$ cat src/rtl/keypad_pkg.sv
// Shared types and width helpers for the matrix keypad scanner.
package keypad_pkg;

    typedef enum logic [1:0] {
        SCAN     = 2'd0,
        DEBOUNCE = 2'd1,
        HELD     = 2'd2
    } scan_state_t;

    function automatic int clog2_min1(input int n);
        return (n > 1) ? $clog2(n) : 1;
    endfunction

    function automatic int key_code_width(input int rows, input int cols);
        return clog2_min1(rows * cols);
    endfunction

endpackage

$ cat src/rtl/keypad_sync_2ff.sv
// Two-flop synchronizer for asynchronous level inputs (keypad rows, buttons).
module sync_2ff #(
    parameter int               WIDTH     = 1,
    parameter logic [WIDTH-1:0] RESET_VAL = '0
) (
    input  logic             clk,
    input  logic             reset_n,
    input  logic [WIDTH-1:0] d_i,
    output logic [WIDTH-1:0] q_o
);

    logic [WIDTH-1:0] meta_q;
    logic [WIDTH-1:0] sync_q;

    // Metastability filter: two back-to-back capture stages.
    always_ff @(posedge clk or negedge reset_n) begin
        if (!reset_n) begin
            meta_q <= RESET_VAL;
            sync_q <= RESET_VAL;
        end else begin
            meta_q <= d_i;
            sync_q <= meta_q;
        end
    end

    assign q_o = sync_q;

endmodule

$ cat src/rtl/keypad_scanner.sv
// Column-scanning matrix keypad reader: finds the first pressed key, debounces
// press and release, and reports it as row*COLS+col with a pulse and a held level.
module keypad_scanner
    import keypad_pkg::*;
#(
    parameter int ROWS             = 4,
    parameter int COLS             = 4,
    parameter int SCAN_TICKS       = 100_000,
    parameter int DEBOUNCE_SAMPLES = 20
) (
    input  logic                                 clk,
    input  logic                                 reset_n,
    input  logic [ROWS-1:0]                      rows_n,
    output logic [COLS-1:0]                      cols_n,
    output logic [key_code_width(ROWS,COLS)-1:0] key_code,
    output logic                                 key_valid,
    output logic                                 key_held
);

    localparam int KW = key_code_width(ROWS, COLS);
    localparam int RW = clog2_min1(ROWS);
    localparam int CW = clog2_min1(COLS);
    localparam int TW = clog2_min1(SCAN_TICKS);
    localparam int DW = clog2_min1(DEBOUNCE_SAMPLES);

    logic [ROWS-1:0] rows_s;

    scan_state_t   state_q, state_d;
    logic [TW-1:0] tick_q, tick_d;
    logic [CW-1:0] col_q, col_d;
    logic [RW-1:0] row_q, row_d;
    logic [DW-1:0] cnt_q, cnt_d;
    logic [KW-1:0] key_code_q, key_code_d;
    logic          key_valid_q, key_valid_d;
    logic          key_held_q, key_held_d;

    logic          sample_s;
    logic          cnt_done_s;
    logic          row_hit_s;
    logic [RW-1:0] row_idx_s;
    logic [CW-1:0] col_next_s;
    logic [KW-1:0] code_s;

    sync_2ff #(
        .WIDTH     (ROWS),
        .RESET_VAL ({ROWS{1'b1}})
    ) u_rows_sync (
        .clk     (clk),
        .reset_n (reset_n),
        .d_i     (rows_n),
        .q_o     (rows_s)
    );

    assign sample_s   = (tick_q == TW'(SCAN_TICKS - 1));
    assign cnt_done_s = (cnt_q == DW'(DEBOUNCE_SAMPLES - 1));
    assign col_next_s = (col_q == CW'(COLS - 1)) ? '0 : col_q + CW'(1);
    assign code_s     = KW'(row_q) * KW'(COLS) + KW'(col_q);

    // Lowest-index low row wins; scanning downward lets it overwrite higher hits.
    always_comb begin
        row_hit_s = 1'b0;
        row_idx_s = '0;
        for (int r = ROWS - 1; r >= 0; r--) begin
            row_idx_s = (!rows_s[r]) ? RW'(r) : row_idx_s;
            row_hit_s = row_hit_s | ~rows_s[r];
        end
    end

    // State and counter registers.
    always_ff @(posedge clk or negedge reset_n) begin
        if (!reset_n) begin
            state_q     <= SCAN;
            tick_q      <= '0;
            col_q       <= '0;
            row_q       <= '0;
            cnt_q       <= '0;
            key_code_q  <= '0;
            key_valid_q <= 1'b0;
            key_held_q  <= 1'b0;
        end else begin
            state_q     <= state_d;
            tick_q      <= tick_d;
            col_q       <= col_d;
            row_q       <= row_d;
            cnt_q       <= cnt_d;
            key_code_q  <= key_code_d;
            key_valid_q <= key_valid_d;
            key_held_q  <= key_held_d;
        end
    end

    // Next-state: decisions are only taken on the sample cycle of each slot.
    always_comb begin
        state_d     = state_q;
        tick_d      = sample_s ? '0 : tick_q + TW'(1);
        col_d       = col_q;
        row_d       = row_q;
        cnt_d       = cnt_q;
        key_code_d  = key_code_q;
        key_valid_d = 1'b0;
        key_held_d  = key_held_q;
        case (state_q)
            SCAN: begin
                if (sample_s && row_hit_s) begin
                    row_d   = row_idx_s;
                    cnt_d   = '0;
                    state_d = DEBOUNCE;
                end else if (sample_s) begin
                    col_d = col_next_s;
                end else begin
                    state_d = SCAN;
                end
            end
            DEBOUNCE: begin
                if (!sample_s) begin
                    state_d = DEBOUNCE;
                end else if (rows_s[row_q]) begin
                    cnt_d   = '0;
                    col_d   = col_next_s;
                    state_d = SCAN;
                end else if (cnt_done_s) begin
                    cnt_d       = '0;
                    key_code_d  = code_s;
                    key_valid_d = 1'b1;
                    key_held_d  = 1'b1;
                    state_d     = HELD;
                end else begin
                    cnt_d = cnt_q + DW'(1);
                end
            end
            HELD: begin
                if (!sample_s) begin
                    state_d = HELD;
                end else if (!rows_s[row_q]) begin
                    cnt_d = '0;
                end else if (cnt_done_s) begin
                    cnt_d      = '0;
                    key_held_d = 1'b0;
                    col_d      = col_next_s;
                    state_d    = SCAN;
                end else begin
                    cnt_d = cnt_q + DW'(1);
                end
            end
            default: begin
                state_d    = SCAN;
                col_d      = '0;
                cnt_d      = '0;
                key_held_d = 1'b0;
            end
        endcase
    end

    // One-cold column drive decoded from the column register.
    always_comb begin
        cols_n = '1;
        for (int c = 0; c < COLS; c++) begin
            cols_n[c] = (col_q != CW'(c));
        end
    end

    assign key_code  = key_code_q;
    assign key_valid = key_valid_q;
    assign key_held  = key_held_q;

endmodule

$ cat config.mk
export PLATFORM = sky130hd
export DESIGN_NAME = keypad_scanner
export DESIGN_NICKNAME = d
export VERILOG_FILES = /design/src/rtl/keypad_pkg.sv /design/src/rtl/keypad_sync_2ff.sv /design/src/rtl/keypad_scanner.sv
export SDC_FILE = /design/constraint.sdc
export NUM_CORES = 1
export LEC_CHECK = 0
export CAP_MARGIN = 20
export CORE_MARGIN = 4
export CORE_UTILIZATION = 35
export CTS_CLUSTER_SIZE = 30
export DETAILED_ROUTE_END_ITERATION = 10
export PLACE_DENSITY = 0.6
export SLEW_MARGIN = 0
export SYNTH_ARGS = -nofsm -noshare
export SYNTH_HDL_FRONTEND = slang
export SYNTH_SLANG_ARGS = --single-unit
$ cat constraint.sdc
create_clock -name clk -period 3.13 [get_ports clk]
set_input_delay 0.7825 -clock clk [delete_from_list [all_inputs] [get_ports clk]]
set_output_delay 0.7825 -clock clk [all_outputs]
set_load 0.01 [all_outputs]
# Word level (Yosys, flattened, before mapping)
# Cells that the tools add are included.
dict set report totals {
  in_bits 6
  reg_bits 42
  wordCells 98
  out_inout_bits 10
}
dict set report op_classes {
  n_reduce_logical 9
  n_eq_ne 22
  addsub 4
  order_cmp 1
  bitwise_logic 9
  muxes 43
}
# operator n
set ops {}
lappend ops {{2-bit two-way mux} 20}
lappend ops {{5-bit two-way mux} 6}
lappend ops {{2-bit inequality test (second input constant)} 12}
lappend ops {{17-bit by 1-bit adder with 17-bit output (second input constant)} 1}
lappend ops {{17-bit equality test (second input constant)} 1}
lappend ops {{17-bit two-way mux} 1}
lappend ops {{5-bit case mux with 3 select lines} 1}
lappend ops {{7-bit AND reduction} 2}
lappend ops {{2-bit case mux with 3 select lines} 2}
lappend ops {{1-bit two-way mux} 11}
lappend ops {{3-bit inequality test (second input constant)} 3}
lappend ops {{4-bit AND reduction} 2}
lappend ops {{1-bit NOT} 6}
lappend ops {{5-bit by 1-bit adder with 5-bit output (second input constant)} 1}
lappend ops {{5-bit equality test (second input constant)} 1}
lappend ops {{4-bit by 2-bit adder with 4-bit output} 1}
lappend ops {{2-bit equality test (second input constant)} 2}
lappend ops {{4-bit inequality test (second input constant)} 1}
lappend ops {{2-bit by 3-bit < comparator with 1-bit output (second input constant)} 1}
lappend ops {{1-bit OR} 3}
lappend ops {{1-bit case mux with 3 select lines} 1}
lappend ops {{3-bit AND reduction} 1}
lappend ops {{2-bit by 1-bit adder with 2-bit output (second input constant)} 1}
lappend ops {{1-bit binary-select mux with 2-bit select} 1}
lappend ops {{6 further kinds} 6}

# Longest topological paths before layout
dict set report depth {
  word_depth 7
  ltp_mapped 7
  mapped_depth_nobuf 7
}

# Hierarchy
# Synthesis repeated with hierarchy kept, for this count alone.
dict set report hier_totals {
  hier_cells 190
  area_unflattened_um2 2163.3
}
# mod area_each_um2 seq_area_each_um2 cells_each n_inst
set modules_own_cells {}
lappend modules_own_cells {keypad_scanner 1953.1 850.8 182 1}
lappend modules_own_cells {sync_2ff 210.2 210.2 8 1}

# Worst setup path before layout
# No wires, ideal clock.
dict set report synth_path {
  path_kind {register to register}
  startpoint {register tick_q[5]}
  endpoint {register col_q[0]}
  required_time_ps 3005
  setup_slack_ps 923
  arrival_time_ps 2082
  path_buffers 0
  setup_time_ps 125
  path_stages_with_launch 6
  period_less_slack_ps 2207
  path_cell_list {dfrtp_1 or4_4 nor4_4 nand2_1 a2111o_1 mux2_4}
}
dict set report synth_between {
  elab_chain_len 4
  elab_cells_between_ends 7
  classes_between {5 x eq/ne; 2 x reduce/logical}
}
# element line
set synth_lines {}
lappend synth_lines {{start, declared} keypad_scanner.sv:29} ;# logic [TW-1:0] tick_q, tick_d;
lappend synth_lines {{start signal, assigned} keypad_scanner.sv:82} ;# tick_q <= tick_d;
lappend synth_lines {{17-bit equality test *} keypad_scanner.sv:54} ;# assign sample_s = (tick_q == TW'(SCAN_TICKS - 1));
lappend synth_lines {{1-bit logical AND} keypad_scanner.sv:104} ;# if (sample_s && row_hit_s) begin
lappend synth_lines {{2-bit inequality test (no source line)} n/a}
lappend synth_lines {{7-bit AND reduction (no source line) *} n/a}
lappend synth_lines {{end signal, assigned} keypad_scanner.sv:83} ;# col_q <= col_d;
lappend synth_lines {{end, declared} keypad_scanner.sv:30} ;# logic [CW-1:0] col_q, col_d;
# Mark *: on every way between the ends. The rest lies on a longest branch, timed or not.
# A chain may end at the register's enable or synchronous reset.

# Final worst setup path
# Same ends and word-level chain as after synthesis.

==> metrics.txt <==
drt drc=0; Max-cap violations=0; clk_lat worst skew=0.29 ns; share of cells above drive strength 1=0.1362; overall global routing resource usage=0.1151; Buf/Inv on CP=1; capturing point of the worst reg2reg path=col_q[0]; fin. max-slew vios=0; CP startpoint kind=flip-flop; Most used DFF post-synth=dfrtp_1; WHS=0.3574 ns; worst r2r src=tick_q[5]; first-pass GRT wire length=6.624 mm; Final Util=0.4350; Die Y=84.01 um; Antenna Cells=0; Setup TNS=0 ns; CTS Sinks=42; initial antenna violation count=0; slowest CP cell=or4_4; Fillers=534; CP max stage delay=0.55 ns; r2r worst-path depth=6; number of synthesized flops with an enable pin=0; worst hold path endpoint=u_rows_sync.q_o[2]; largest cells by area after synthesis=dfrtp_1 (42%), dfstp_2 (10%), ha_1 (6.2%), nand2_1 (3.7%), xnor2_1 (3.0%); CP required=3.31 ns; critical path data arrival time=2.62 ns; Peak supply drop=0.0002457 V; DR pass1 iterations=4; commonest non-fill, non-tap cell in the layout=dfrtp_1; syn nets=206; Pwr per Cell Area=455.5 mW/mm^2; Syn Area/Cell=10.64 sq um; wire per inst=12.86 um; CTS Buf Count=5; routability cong.=0.7279; Slew HR=0.3925; r2r setup slk=0.69 ns; H-tree depth=2; Initial Utilization=0.3650; Worst setup startpoint=tick_q[5]; total wire length=3.665 mm; Port Buffers=15; Min-Delay Path Class=flip-flop to flip-flop; ANT nets after route=0; post-synth top area share=0.4208; area leader, netlist=dfrtp_1; async set or reset register ratio after synthesis=1.000; Area Growth Syn to Fin=19.18%; most frequent cells in the layout=dfrtp_1 (34), nand2_1 (20), inv_1 (16), nor2_1 (14), clkdlybuf4s50_1 (14); GRT Residual Overflow=0; FP Rows=27; detailed placement HPWL=2.624 mm; nets=228; Critical Path, Cell by Cell=or4_4 -> nor4_4 -> buf_4 -> nand2_1 -> a2111o_1 -> mux2_4; fmax=410.6 MHz; Hold Path Origin=u_rows_sync.meta_q[2]; Vias per Instance=4.979; Post-CTS Setup Inserts=0; post-synthesis cell area=0.002022 sq mm; largest net degree at the start of global routing=43; RSZ-0062 raised after global routing=no; via count=1,419; vias in the first global route=1,476; Post-Syn Instances=190; FF+latch count, synth=42; synth unique cells=45; CTS tree=done; I/O pin cnt=16; worst slew pin tran=0.9113 ns; final setup vio count=0; Total Die Area=0.007057 sq mm; register area share after synthesis=0.5248; DRT iter0 DRCs=57; CTS Root Cell=clkbuf_8; total power=0.001098 W; CP Class=flip-flop to flip-flop; hold depth=0; Horiz. Die Dim=84.01 um; CP top delay family=simple AND/OR/NAND/NOR gates; P_leak=1.090 nW; status=finished, final reports clean; CTS Buffer Depth=2; Tmin final=2.435 ns; Critical Path End Type=flip-flop; Ys Warns=0; Final Hold Fails=0; Final Cycle Share=0.7781; clock slew at reported path FFs=0.08 ns; CP Max Fanout=11; area of the core=0.005540 sq mm; Setup Skew=0.007082 ns; hold buffer count at cts=0; post-CTS sizing=0; WP depth=6
[layout make-up]
class,count,area (sq um),share of cell area
inverter,16,60.06,0.02492
clock inverter,2,60.06,0.02492
timing repair buffer,18,167.7,0.06957
sequential,42,1061,0.4403
tap,72,90.09,0.03738
clock buffer,6,82.58,0.03427
multi-input combinational,129,888.4,0.3686
[metrics by stage]
stage	instances	instance area [sq um]	setup slack [ns]
after floorplan	190	2022	0.9234
after global placement	277	2267	0.7436
after detailed placement	277	2267	0.6944
after CTS	285	2410	0.6846
after global routing	285	2410	0.5739
final	285	2410	0.6945
[sequential cells by signal, summed over array words and instances (netlist names)]
signal and cells:
key_code 4, tick_q 17, key_valid 1, key_held 1
col_q 2, cnt_q 5, u_rows_sync.q_o 4, row_q 2
u_rows_sync.meta_q 4, state_q 2
[cells in the mapped netlist, types with 3 or more instances]
| library cell | count |
|---|---|
| a21oi_1 | 6 |
| a31o_2 | 3 |
| dfrtp_1 | 34 |
| dfstp_2 | 8 |
| ha_1 | 10 |
| inv_1 | 16 |
| nand2_1 | 20 |
| nand3_1 | 9 |
| nor2_1 | 14 |
| nor3_1 | 6 |
| o21ai_0 | 8 |
| o22ai_1 | 3 |
| xnor2_1 | 7 |
| xor2_1 | 6 |
[logic make-up after synthesis]
kind of cell    Yosys count  share of synthesized area
xor+xnor                 13                    0.05631
simple gates             69                     0.1807
flops                    42                     0.5248
buf+inv                  19                    0.03589
mux                       6                    0.03960
compound gates           31                     0.1009
fa+ha+maj                10                    0.06188
[power breakdown]
part	switching, W	internal (W)
logic	0.0000127	0.00000687
registers	0.00000329	0.000552
clock network	0.000183	0.000340
[worst register-to-register path: cells and delay by family (launching register included)]
family	cells	cell delay [ns]
AO/OA/AOI/OAI	1	0.47
buffers and inverters	1	0.22
flip-flops	1	0.41
multiplexers	1	0.32
AND/OR/NAND/NOR	3	0.91
[metal layers]
layer,global-route usage,vias to the layer above,wire (um)
li1,-,701,-
met5,0,-,0
met4,0.05556,0,85
met2,0.1800,31,1702
met1,0.1516,680,1730
met3,0.02369,7,146
[worst max path at each step]
stage / endpoint / slack [ns]
after CTS: col_q[0] / 0.68
after global placement: col_q[0] / 0.74
final: col_q[0] / 0.69
after detailed placement: col_q[0] / 0.69
after global routing: col_q[0] / 0.57
after floorplan: col_q[0] / 0.92
No activity file was read; power rests on OpenSTA's default activity.
==> patch, RTL diff (same flow settings) <==
Register the output `key_valid` once more, cleared by the reset; this adds one clock of latency there. The other outputs are not delayed to match.
--- a/src/rtl/keypad_scanner.sv
+++ b/src/rtl/keypad_scanner.sv
@@ -161,5 +161,11 @@
 
     assign key_code  = key_code_q;
-    assign key_valid = key_valid_q;
+    always_ff @(posedge clk or negedge reset_n) begin
+        if (!reset_n) begin
+            key_valid <= '0;
+        end else begin
+            key_valid <= key_valid_q;
+        end
+    end
     assign key_held  = key_held_q;
 
Check against the original RTL: no difference found for any inputs over 10 cycles, from zero or initial values and one cycle with reset_n low; that may be too few to reach the edited logic, so the function may still have changed.
==> patch against the original RTL <==
  * Via count decreased by 0.85%
  * Routed wire length decreased by 2.6%
  * Sequential cell count is 1 higher
  * Synthesized cell count increased by 0.53%
  * Synthesized area grew 1.2%
  * Design area is 0.16% lower
  * Total power decreased by 5.2%
  * Fmax is 4.1% lower
  * Final cell count is the same
  * Sequential power up 2%
  * Worst setup slack worse by 0.10 ns
  * First-iteration DRC count increased by 35%
  * Critical endpoint is now cnt_q[0]
  * Largest cell class unchanged
==> patch: results <==
[place]
gp_congestion = 0.797
hpwl_um = 2580
place_area_mm2 = 0.00228
detailedPlace.worstSlack_ns = 0.598
buffer_ports.inserted = 15

[synth]
synth_sequential_area_ratio_pct = 53.1
async_flop_share_pct = 100
netlist-cell-type-count = 45
synth.cells.most_frequent = dfrtp_1 (35), nand2_1 (20), inv_1 (16)
postSynthCellCount = 191
syn-num-nets = 207
synth.yosys.warnings = 0
ys_top_cells_by_area = dfrtp_1 (43%), dfstp_2 (10%), ha_1 (6.1%), nand2_1 (3.7%), xnor2_1 (3.0%)

[pwr]
ir_drop_uv = 290
total_leakage_power_nw = 1.09

[clock_network]
clock_latency_ns = 0.29
post_cts.resized_instances = 0

[drt]
routedWlPerCell_um = 12.5
vias = 1407
drtPass1Iterations = 4
initial_detailed_routing_violation_count = 77

[timing]
worstMarginPinSlew_ns = 0.924
hold_slack_ns = 0.358
worst_clock_skew_ns = 0.00838
fin_crit_sh_pct = 81.1

[status]
run_status = finished, final reports clean

[cells_and_area]
multi_input_area_um2 = 888
fillCellCount = 549
post_route_cells_drive_above_1_share_pct = 13.1
final_net_count = 228

[hold_path]
min_path_type = reg -> reg

[global_routing]
grt_antenna_before_repair = 0
globalRouteTotalUtil_pct = 10.8
grt_start_max_net_pins = 44
first_pass_grt_wire_length_um = 6330

[setup_path]
rrSetupSlack_ns = 0.59
worst-endpoint-arrival_ns = 2.75
critical_path.max_fanout = 10
critical_path.max_stage_delay_ns = 0.56
==> patch: kinds of logic after synthesis <==
family	count (synthesis)	share of synthesized area (%)
AOI/OAI and AO/OA	31	9.96
xor gates and xnor gates	13	5.56
adders and majority gates	10	6.11
buffers and inverters	19	3.54
DFF	43	53.1
muxes	6	3.91
and+or+nand+nor	69	17.8
==> patch: area by class of cell <==
type,count,area share (%)
Multi-Input combinational cell,129,36.9
Clock inverter,2,1.61
Timing Repair Buffer,17,6.66
Inverter,16,2.50
Tap cell,72,3.74
Clock buffer,6,3.43
Sequential cell,43,45.1
==> patch: worst paths after layout <==
check                                       from  cells after the start                  to
max                                    tick_q[5]                      5            cnt_q[0]
max in group asynchronous                reset_n                      1            cnt_q[3]
min in group asynchronous                reset_n                      1          tick_q[11]
max reg2reg                            tick_q[5]                      5            cnt_q[0]
min reg2reg                u_rows_sync.meta_q[2]                      0  u_rows_sync.q_o[2]
min                        u_rows_sync.meta_q[2]                      0  u_rows_sync.q_o[2]
==> patch: report_power, final <==
| group | internal, mW | leakage (nW) | switching (mW) | total (mW) |
|---|---|---|---|---|
| Sequential | 0.565 | 0.559 | 0.00306 | 0.568 |
| Combinational | 0.00687 | 0.468 | 0.0129 | 0.0197 |
| Clock | 0.262 | 0.0618 | 0.191 | 0.454 |
| Total | 0.834 | 1.09 | 0.207 | 1.04 |
==> patch: worst max-delay path: cells and delay by family, from the launching register on <==
kind / cells / cell delay [ns]
and+or+nand+nor: 3 / 1.56
AOI/OAI and AO/OA: 2 / 0.47
DFF: 1 / 0.42
==> patch: per-layer routing <==
metal / vias to the layer above / part of all wire (%) / global-route usage (%)
li1: 705 / - / -
met4: 0 / 1.0 / 3.88
met5: - / 0 / 0
met1: 671 / 50 / 14.8
met3: 2 / 4.3 / 3.04
met2: 29 / 45 / 16.4
